## config.mk

```make
export PLATFORM = sky130hd
export DESIGN_NAME = led_fade_controller
export DESIGN_NICKNAME = d
export VERILOG_FILES = /design/src/rtl/led_fade_controller.sv
export SDC_FILE = /design/constraint.sdc
export NUM_CORES = 1
export LEC_CHECK = 0
export ABC_AREA = 1
export CORE_MARGIN = 4
export CORE_UTILIZATION = 60
export DETAILED_ROUTE_END_ITERATION = 7
export GPL_TIMING_DRIVEN = 1
export PLACE_DENSITY = 0.84
export SETUP_SLACK_MARGIN = 0.5
export SLEW_MARGIN = 20
export SYNTH_ARGS = -nofsm -noshare
export SYNTH_HDL_FRONTEND = slang
export SYNTH_SLANG_ARGS = --single-unit
```

## constraint.sdc

```tcl
create_clock -name clk -period 2.6 [get_ports clk]
set_input_delay 0.52 -clock clk [delete_from_list [all_inputs] [get_ports clk]]
set_output_delay 0.52 -clock clk [all_outputs]
set_load 0.01 [all_outputs]
```

## src/rtl/led_fade_controller.sv

```systemverilog
// rtl/led_fade_controller.sv - shared fade sequencer driving per-LED sigma-delta modulators
//
// Ports:
//   clk, reset_n          clock, asynchronous active-low reset
//   cmd_valid/cmd_ready   command handshake; cmd_ready drops for the apply cycle
//   cmd_mode              0=OFF, 1=GLOW, 2=CHASE, 3=ON
//   cmd_mask              LEDs enabled by the command
//   busy                  fade FSM is not idle
//   level                 current shared brightness level
//   LED                   modulated LED drive, 1 = lit
module led_fade_controller #(
    parameter int NUM_LEDS   = 4,
    parameter int PWM_BITS   = 4,
    parameter int STEP_DIV   = 19,
    parameter int HOLD_TICKS = 16
) (
    input  logic                clk,
    input  logic                reset_n,
    input  logic                cmd_valid,
    output logic                cmd_ready,
    input  logic [1:0]          cmd_mode,
    input  logic [NUM_LEDS-1:0] cmd_mask,
    output logic                busy,
    output logic [PWM_BITS-1:0] level,
    output logic [NUM_LEDS-1:0] LED
);

    localparam int IDX_W = (NUM_LEDS > 1) ? $clog2(NUM_LEDS) : 1;

    localparam logic [1:0] MODE_OFF   = 2'd0;
    localparam logic [1:0] MODE_GLOW  = 2'd1;
    localparam logic [1:0] MODE_CHASE = 2'd2;
    localparam logic [1:0] MODE_ON    = 2'd3;

    localparam logic [1:0] ST_IDLE = 2'd0;
    localparam logic [1:0] ST_UP   = 2'd1;
    localparam logic [1:0] ST_HOLD = 2'd2;
    localparam logic [1:0] ST_DOWN = 2'd3;

    localparam logic [PWM_BITS-1:0] LVL_MAX   = '1;
    localparam logic [PWM_BITS-1:0] LVL_ONE   = PWM_BITS'(1);
    localparam logic [7:0]          HOLD_LAST = 8'(HOLD_TICKS - 1);

    logic [1:0]          mode_q, mode_d;
    logic [NUM_LEDS-1:0] mask_q, mask_d;
    logic                apply_q, apply_d;
    logic [1:0]          state_q, state_d;
    logic [PWM_BITS-1:0] level_q, level_d;
    logic [STEP_DIV-1:0] presc_q, presc_d;
    logic [7:0]          hold_q, hold_d;
    logic [IDX_W-1:0]    idx_q, idx_d;
    logic [PWM_BITS:0]   acc_q [NUM_LEDS];
    logic [PWM_BITS:0]   acc_d [NUM_LEDS];
    logic [PWM_BITS-1:0] duty  [NUM_LEDS];
    logic                accept;
    logic                tick;

    function automatic logic [IDX_W-1:0] lowest_bit(input logic [NUM_LEDS-1:0] m);
        lowest_bit = '0;
        for (int i = NUM_LEDS - 1; i >= 0; i--) begin
            if (m[i]) lowest_bit = IDX_W'(i);
        end
    endfunction

    // Next set bit strictly above cur, wrapping to the lowest set bit.
    function automatic logic [IDX_W-1:0] next_bit(input logic [NUM_LEDS-1:0] m,
                                                  input logic [IDX_W-1:0]    cur);
        logic found;
        next_bit = lowest_bit(m);
        found    = 1'b0;
        for (int i = 0; i < NUM_LEDS; i++) begin
            if (!found && (i > int'(cur)) && m[i]) begin
                next_bit = IDX_W'(i);
                found    = 1'b1;
            end
        end
    endfunction

    assign cmd_ready = ~apply_q;
    assign busy      = (state_q != ST_IDLE);
    assign level     = level_q;
    assign accept    = cmd_valid && !apply_q;
    assign tick      = &presc_q;

    always_comb begin
        mode_d  = mode_q;
        mask_d  = mask_q;
        apply_d = accept;
        state_d = state_q;
        level_d = level_q;
        hold_d  = hold_q;
        idx_d   = idx_q;
        presc_d = presc_q + 1'b1;

        if (accept) begin
            mode_d = cmd_mode;
            mask_d = cmd_mask;
        end

        if (apply_q) begin
            // Apply cycle: the new command fully replaces any fade in progress.
            presc_d = '0;
            level_d = '0;
            hold_d  = '0;
            idx_d   = lowest_bit(mask_q);
            if ((mask_q == '0) || (mode_q == MODE_OFF) || (mode_q == MODE_ON)) begin
                state_d = ST_IDLE;
            end else begin
                state_d = ST_UP;
            end
        end else if (tick) begin
            case (state_q)
                ST_IDLE: level_d = '0;
                ST_UP: begin
                    if (level_q != LVL_MAX) level_d = level_q + 1'b1;
                    if (level_q >= LVL_MAX - 1'b1) begin
                        state_d = ST_HOLD;
                        hold_d  = '0;
                    end
                end
                ST_HOLD: begin
                    if (hold_q == HOLD_LAST) state_d = ST_DOWN;
                    else                     hold_d  = hold_q + 1'b1;
                end
                ST_DOWN: begin
                    if (level_q != '0) level_d = level_q - 1'b1;
                    if (level_q <= LVL_ONE) begin
                        state_d = ST_UP;
                        if (mode_q == MODE_CHASE) idx_d = next_bit(mask_q, idx_q);
                    end
                end
                default: state_d = ST_IDLE;
            endcase
        end
    end

    always_comb begin
        LED = '0;
        for (int i = 0; i < NUM_LEDS; i++) begin
            duty[i] = '0;
            case (mode_q)
                MODE_GLOW:  if (mask_q[i]) duty[i] = level_q;
                MODE_CHASE: if (idx_q == IDX_W'(i)) duty[i] = level_q;
                default:    duty[i] = '0;
            endcase
            acc_d[i] = apply_q ? '0
                     : ({1'b0, acc_q[i][PWM_BITS-1:0]} + {1'b0, duty[i]});
            // Gating by duty suppresses a stale carry left from a previous level.
            LED[i] = (mode_q == MODE_ON) ? mask_q[i]
                   : ((duty[i] != '0) && acc_q[i][PWM_BITS]);
        end
    end

    always_ff @(posedge clk or negedge reset_n) begin
        if (!reset_n) begin
            mode_q  <= MODE_OFF;
            mask_q  <= '0;
            apply_q <= 1'b0;
            state_q <= ST_IDLE;
            level_q <= '0;
            presc_q <= '0;
            hold_q  <= '0;
            idx_q   <= '0;
            for (int i = 0; i < NUM_LEDS; i++) acc_q[i] <= '0;
        end else begin
            mode_q  <= mode_d;
            mask_q  <= mask_d;
            apply_q <= apply_d;
            state_q <= state_d;
            level_q <= level_d;
            presc_q <= presc_d;
            hold_q  <= hold_d;
            idx_q   <= idx_d;
            for (int i = 0; i < NUM_LEDS; i++) acc_q[i] <= acc_d[i];
        end
    end

endmodule

```

==> results of run 1 <==
## path summary, 6_finish.rpt
kind / cells past startpoint / endpoint / startpoint / slack, ns
max in group asynchronous: 2 / acc_q[7]$_DFF_PN0_ / reset_n / 1.69
min in group clk: 1 / presc_q[12]$_DFF_PN0_ / presc_q[12]$_DFF_PN0_ / 0.51
min reg2reg: 1 / presc_q[12]$_DFF_PN0_ / presc_q[12]$_DFF_PN0_ / 0.51
min: 1 / hold_q[5]$_DFFE_PN0P_ / reset_n / 0.18
max: 9 / LED[3] / mode_q[0]$_DFFE_PN0P_ / 0.20
max reg2reg: 11 / acc_q[4]$_DFF_PN0_ / mode_q[0]$_DFFE_PN0P_ / 0.31
## registers in the layout, indices dropped and copies added (netlist names)
| register | flops |
|---|---|
| apply_q | 1 |
| mode_q | 2 |
| presc_q | 19 |
| hold_q | 8 |
| acc_q | 20 |
| idx_q | 2 |
| state_q | 2 |
| level | 4 |
| mask_q | 4 |
## cell usage in the layout, fill, tap and decap left out, types with 5 or more instances in the layout
| master | Yosys | layout |
|---|---|---|
| inv_1 | 66 | 54 |
| a21oi_1 | 25 | 21 |
| nand3_1 | 31 | 31 |
| o21ai_2 | 0 | 5 |
| inv_2 | 8 | 14 |
| nor3_1 | 15 | 14 |
| ha_4 | 0 | 7 |
| nand2_4 | 0 | 5 |
| ha_1 | 30 | 20 |
| o21ai_0 | 27 | 11 |
| nor2_2 | 3 | 9 |
| nand4_1 | 18 | 18 |
| a21oi_2 | 1 | 5 |
| clkdlybuf4s50_1 | 0 | 10 |
| buf_4 | 3 | 26 |
| nand2_1 | 114 | 110 |
| buf_2 | 4 | 5 |
| clkbuf_8 | 0 | 12 |
| nor2_1 | 73 | 63 |
| dfrtp_1 | 62 | 61 |
| o21ai_1 | 9 | 20 |
## power by group
group	switching [mW]	total (mW)	internal [mW]	leakage, nW
Sequential	0.117	1.19	1.07	0.840
Combinational	0.809	1.27	0.465	1.47
Clock	0.385	1.00	0.617	0.120
Total	1.31	3.46	2.15	2.43
## worst max-delay path, stage by stage (launching register included)
cell and delay (ns):
dfrtp_1 0.40, buf_4 0.16, ha_4 0.17, inv_6 0.05
o22ai_4 0.23, o21ai_2 0.10, nand2_1 0.08, nand3_1 0.09
o21ai_1 0.09, buf_2 0.15
## cells in the mapped netlist, drive strengths merged (4+ instances only)
cell,count
nand4,18
fa,4
nand2,119
buf,11
nand3,34
dfrtp,62
o21ai,37
nor3,15
a21oi,27
nor2,76
inv,74
ha,30
## final cells by class
cell class	count	area [um2]	area share
flip-flops and latches	62	1550	0.317
multi-input cells	376	2330	0.477
clock buffers	13	169	0.0345
inverters	77	309	0.0631
repair buffers	45	369	0.0754
well taps	77	96.3	0.0197
clock inverters	3	65.1	0.0133
## layer usage
metal,track usage,up-vias,wire (um)
met4,0.134,0,374
met2,0.437,182,5310
li1,-,1798,-
met5,0,-,0
met1,0.344,1832,4280
met3,0.0571,39,665
## cells by family (layout without fill, tap and decap cells)
kind of cell,count (synthesis),in the layout,synth area share
XOR/XNOR,4,4,0.00883
flip-flops,62,62,0.391
adder cells (fa/ha/maj),34,34,0.115
AND/OR/NAND/NOR,262,262,0.285
buffers and inverters,88,138,0.0893
AO/OA/AOI/OAI,76,76,0.110
## through the flow
stage	instance area, um2	worst slack, ns	power [mW]	utilization
after global routing	4900	0.135	3.65	0.767
after floorplan	3970	0.590	1.86	-
after CTS	4670	0.390	3.33	0.731
final	4900	0.202	3.46	0.767
after global placement	4230	0.238	2.13	0.663
after detailed placement	4230	0.144	2.18	0.663
## timing repair
action                     CTS  global route
setup buffers               14             5
resized for setup           60            55
pin swaps                   14            14
hold buffers                 0             0
setup endpoints to repair   18            34
==> results.toml, run 1 <==
[outcome]
outcome = "complete, no violations"

[sta]
fin_crit_sh = 0.922
worst_pin_slew_ns = 0.675
timing.fmax_mhz = 417
skew_ns = 0.0118
setup_viol = 0
setup_tns_ns = 0
period_minus_slack_ns = 2.40
rsz0062_at_grt = "true"
finalHoldWorstSlack_ns = 0.183
hold_violations = 0
maxSlewViolCount = 0
slew_headroom = 0.550

[setup_path]
worstSetupEndpointType = "primary output"
cp-start-kind = "register"
cp.arrival_ns = 1.88
worstPathRequired_ns = 2.08
crit_type = "reg2out"
cp_max_fo = 3

[logic_synthesis]
synth.area.top_cells = "dfrtp_1 (39%), nand2_1 (11%), ha_1 (9.5%)"
ys_seq_area_frac = 0.391
syn_nets = 569
async_flop_share = 1.00
synthFlopType = "dfrtp_1"
syn-mean-instance-area_um2 = 7.54
synth_cell_types = 35
synth-seq-cells = 62
synth_edf_count = 0
synthCells = 526
yosys_warnings = 0
netlist_area_um2 = 3970
synth_top_area_frac = 0.391
yosysTopAreaCell = "dfrtp_1"

[cts]
htree_levels = 3
clkTransAtPathRegs_ns = 0.07
clockBufferDepth = 2
cts_made_buffers = 9
cts_tree = "done"
cts_root_buffer = "clkbuf_8"
clkLatencyLatePin_ns = 0.36
clock_sinks = 62

[routing]
vias_per_cell = 5.90
dr.pass1.iters = 5
wl_um = 10600
drt-initial-drc-count = 266
wire_per_inst_um = 16.3
num_vias = 3851
antenna_left = 0
drcViolationCount = 0

[global_route]
grt-ovfl-total = 0
antenna_found_initial = 0
grt_pass1_wl_um = 16400
grt_usage = 0.270
grt_pass1_vias = 3631
grt_max_degree = 39

[worst_hold_path]
hp-class = "in2async"

[floorplan]
io_pins = 19
dieArea_um2 = 7980
initial_core_util = 0.621
row_count = 29
core_um2 = 6390
die_w_um = 89.3
die_y_um = 89.3

[power_and_ir_drop]
power.leakage_nw = 2.43
power_density_nw_per_um2 = 707
irDropWorstVdd_v = 0.000628

[final_layout]
final_cells = 653
nNetsFinal = 614
nFillCells = 402
drive_above_1_share = 0.217
area_growth_pct = 23.4
diodes = 0

[placed_design]
gp_congestion = 0.925
placed_cells = 618
port_buffers = 18
dp_hpwl_um = 6430

[job]
maxCapViolations = 0
(Power assumes the default switching activity.)
==> run 2: changes to the inputs <==
--- a/config.mk
+++ b/config.mk
@@ -10,6 +10,7 @@
 export CORE_UTILIZATION = 60
 export DETAILED_ROUTE_END_ITERATION = 7
 export GPL_TIMING_DRIVEN = 1
+export HOLD_SLACK_MARGIN = 0.02
 export PLACE_DENSITY = 0.84
 export SETUP_SLACK_MARGIN = 0.5
 export SLEW_MARGIN = 20
==> constraint.sdc (replaced) <==
create_clock -name clk -period 2.6 [get_ports clk]
set_input_delay 0.78 -clock clk [delete_from_list [all_inputs] [get_ports clk]]
set_output_delay 0.78 -clock clk [all_outputs]
set_load 0.01 [all_outputs]
==> run 2 against run 1 <==
Compared with the run above:
- the flow now finishes with violations (setup timing)
- hold slack better by 0.23 ns
- via count up 6.9%
- total power is 4.0% higher
- largest power group unchanged
- highest routed layer unchanged
==> results.toml, run 2 (synthesis results as in run 1) <==
[outcome]
outcome = "finished, violations left"
violations = "setup timing"

[routing]
drcViolationCount = 0
antenna_left = 0
drt-initial-drc-count = 407
wire_per_inst_um = 19.2
dr.pass1.iters = 8
vias_per_cell = 6.20
wl_um = 12700
num_vias = 4116

[setup_path]
cp-start-kind = "register"
cp.arrival_ns = 1.95
max_stage_delay_ns = 0.39
path_cells = "inv_2, ha_4, nand2_4, inv_4, o21ai_1, nand2_1, nand3_1, o21ai_1, buf_2"
critPathMostFrequentCell = "o21ai_1"
cp_max_fo = 4
cpMaxStageDelayCell = "dfrtp_1"
worstPathRequired_ns = 1.82
crit_type = "reg2out"
worstSetupEndpointType = "primary output"

[global_route]
grt_max_degree = 63
grt-ovfl-total = 0
gr-usage-met2 = 0.429
grt_pass1_wl_um = 16400
grt_use_met3 = 0.0654
grt_usage = 0.265
antenna_found_initial = 0
grt_pass1_vias = 3568
gr-usage-met1 = 0.348
grt.busiest_layer = "met2"

[final_layout]
final_cells = 664
fin_area_um2 = 5110
multiInputGateArea_um2 = 2440
final_common_cell = "nand2_1"
nFillCells = 365
final_cell_mix = "nand2_1 (106), dfrtp_1 (62), nor2_1 (61)"
diodes = 0
nNetsFinal = 625
seq_area_um2 = 1550
area_growth_pct = 29.0
regMostFlops = "acc_q"
top_regs = "acc_q: 20 flops, presc_q: 19 flops, hold_q: 8 flops"
largest_reg_flops = 20
drive_above_1_share = 0.259

[floorplan]
row_count = 29
core_um2 = 6390
dieArea_um2 = 7980
initial_core_util = 0.621
die_w_um = 89.3
die_y_um = 89.3
io_pins = 19

[sta]
fin_crit_sh = 1.05
period_minus_slack_ns = 2.73
skew_ns = 0.00887
setup_slack_ns = -0.125
worst_pin_slew_ns = 0.465
slew_headroom = 0.690
setup_viol = 2
rsz0062_at_grt = "true"
maxSlewViolCount = 0
hold_violations = 0
timing.fmax_mhz = 367

[cts]
clock_sinks = 62
cts_made_buffers = 9
clockBufferDepth = 2
clkLatencyLatePin_ns = 0.36
clkTransAtPathRegs_ns = 0.08
htree_levels = 3
cts_root_buffer = "clkbuf_8"
cts_tree = "done"

[placed_design]
dp_slack_ns = -0.0476
postPlaceCellArea_um2 = 4320
dp_hpwl_um = 6130
placed_cells = 628
gp_congestion = 0.888
port_buffers = 18

[power_and_ir_drop]
finalPower_mw = 3.60
power.leakage_nw = 2.46
irDropWorstVdd_v = 0.000640
power_density_nw_per_um2 = 704

[job]
maxCapViolations = 0

[worst_hold_path]
hp-class = "in2async"
-- run 2: power by group --
part	internal, mW	switching [mW]	leakage [nW]
Combinational	0.542	0.916	1.51
Sequential	1.07	0.103	0.842
Clock	0.542	0.430	0.106
-- run 2: cell type report --
class	count	area share
Tap cell	77	0.0188
Clock buffer	9	0.0242
Clock inverter	7	0.0191
Inverter	77	0.0634
Sequential cell	62	0.303
Multi-Input combinational cell	376	0.477
Timing Repair Buffer	56	0.0942
-- run 2: stage by stage --
stage	util	TNS, ns	hold slack, ns
after global placement	0.677	0	0.483
after detailed placement	0.677	-0.0657	0.494
after global routing	0.801	-0.366	0.417
after CTS	0.744	0	0.438
after floorplan	-	0	0.455
final	0.801	-0.136	0.410
-- run 2: path summary, 6_finish.rpt --
| kind | startpoint | to | slack (ns) | depth (start not counted) |
|---|---|---|---|---|
| worst max-delay path | mode_q[0]$_DFFE_PN0P_ | LED[1] | -0.13 | 9 |
| worst min-delay path | reset_n | hold_q[6]$_DFFE_PN0P_ | 0.41 | 2 |
| worst max register to register | mode_q[0]$_DFFE_PN0P_ | acc_q[19]$_DFF_PN0_ | 0.09 | 12 |
| worst min register to register | hold_q[1]$_DFFE_PN0P_ | hold_q[1]$_DFFE_PN0P_ | 0.52 | 2 |
| max in group asynchronous | reset_n | acc_q[12]$_DFF_PN0_ | 1.90 | 2 |
| min in group clk | hold_q[1]$_DFFE_PN0P_ | hold_q[1]$_DFFE_PN0P_ | 0.52 | 2 |
-- run 2: timing repair --
| item | in CTS | in global routing |
|---|---|---|
| endpoints found under the setup margin | 24 | 28 |
| hold buffers | 0 | 0 |
| setup buffers | 15 | 5 |
| gates resized for setup | 74 | 79 |
| pin swaps | 15 | 18 |
-- run 2: routing by layer --
metal	up-vias	routed length [um]	part of all wire
met3	74	906	0.071
met1	1982	4710	0.37
met5	-	0	0
met2	242	6400	0.50
li1	1818	-	-
met4	0	723	0.057
-- run 2: critical path: cells and delay by family (launching register included) --
family	cells	cell delay, ns
flops	1	0.39
buf+inv	3	0.33
compound gates	2	0.26
fa+ha+maj	1	0.26
simple gates	3	0.32
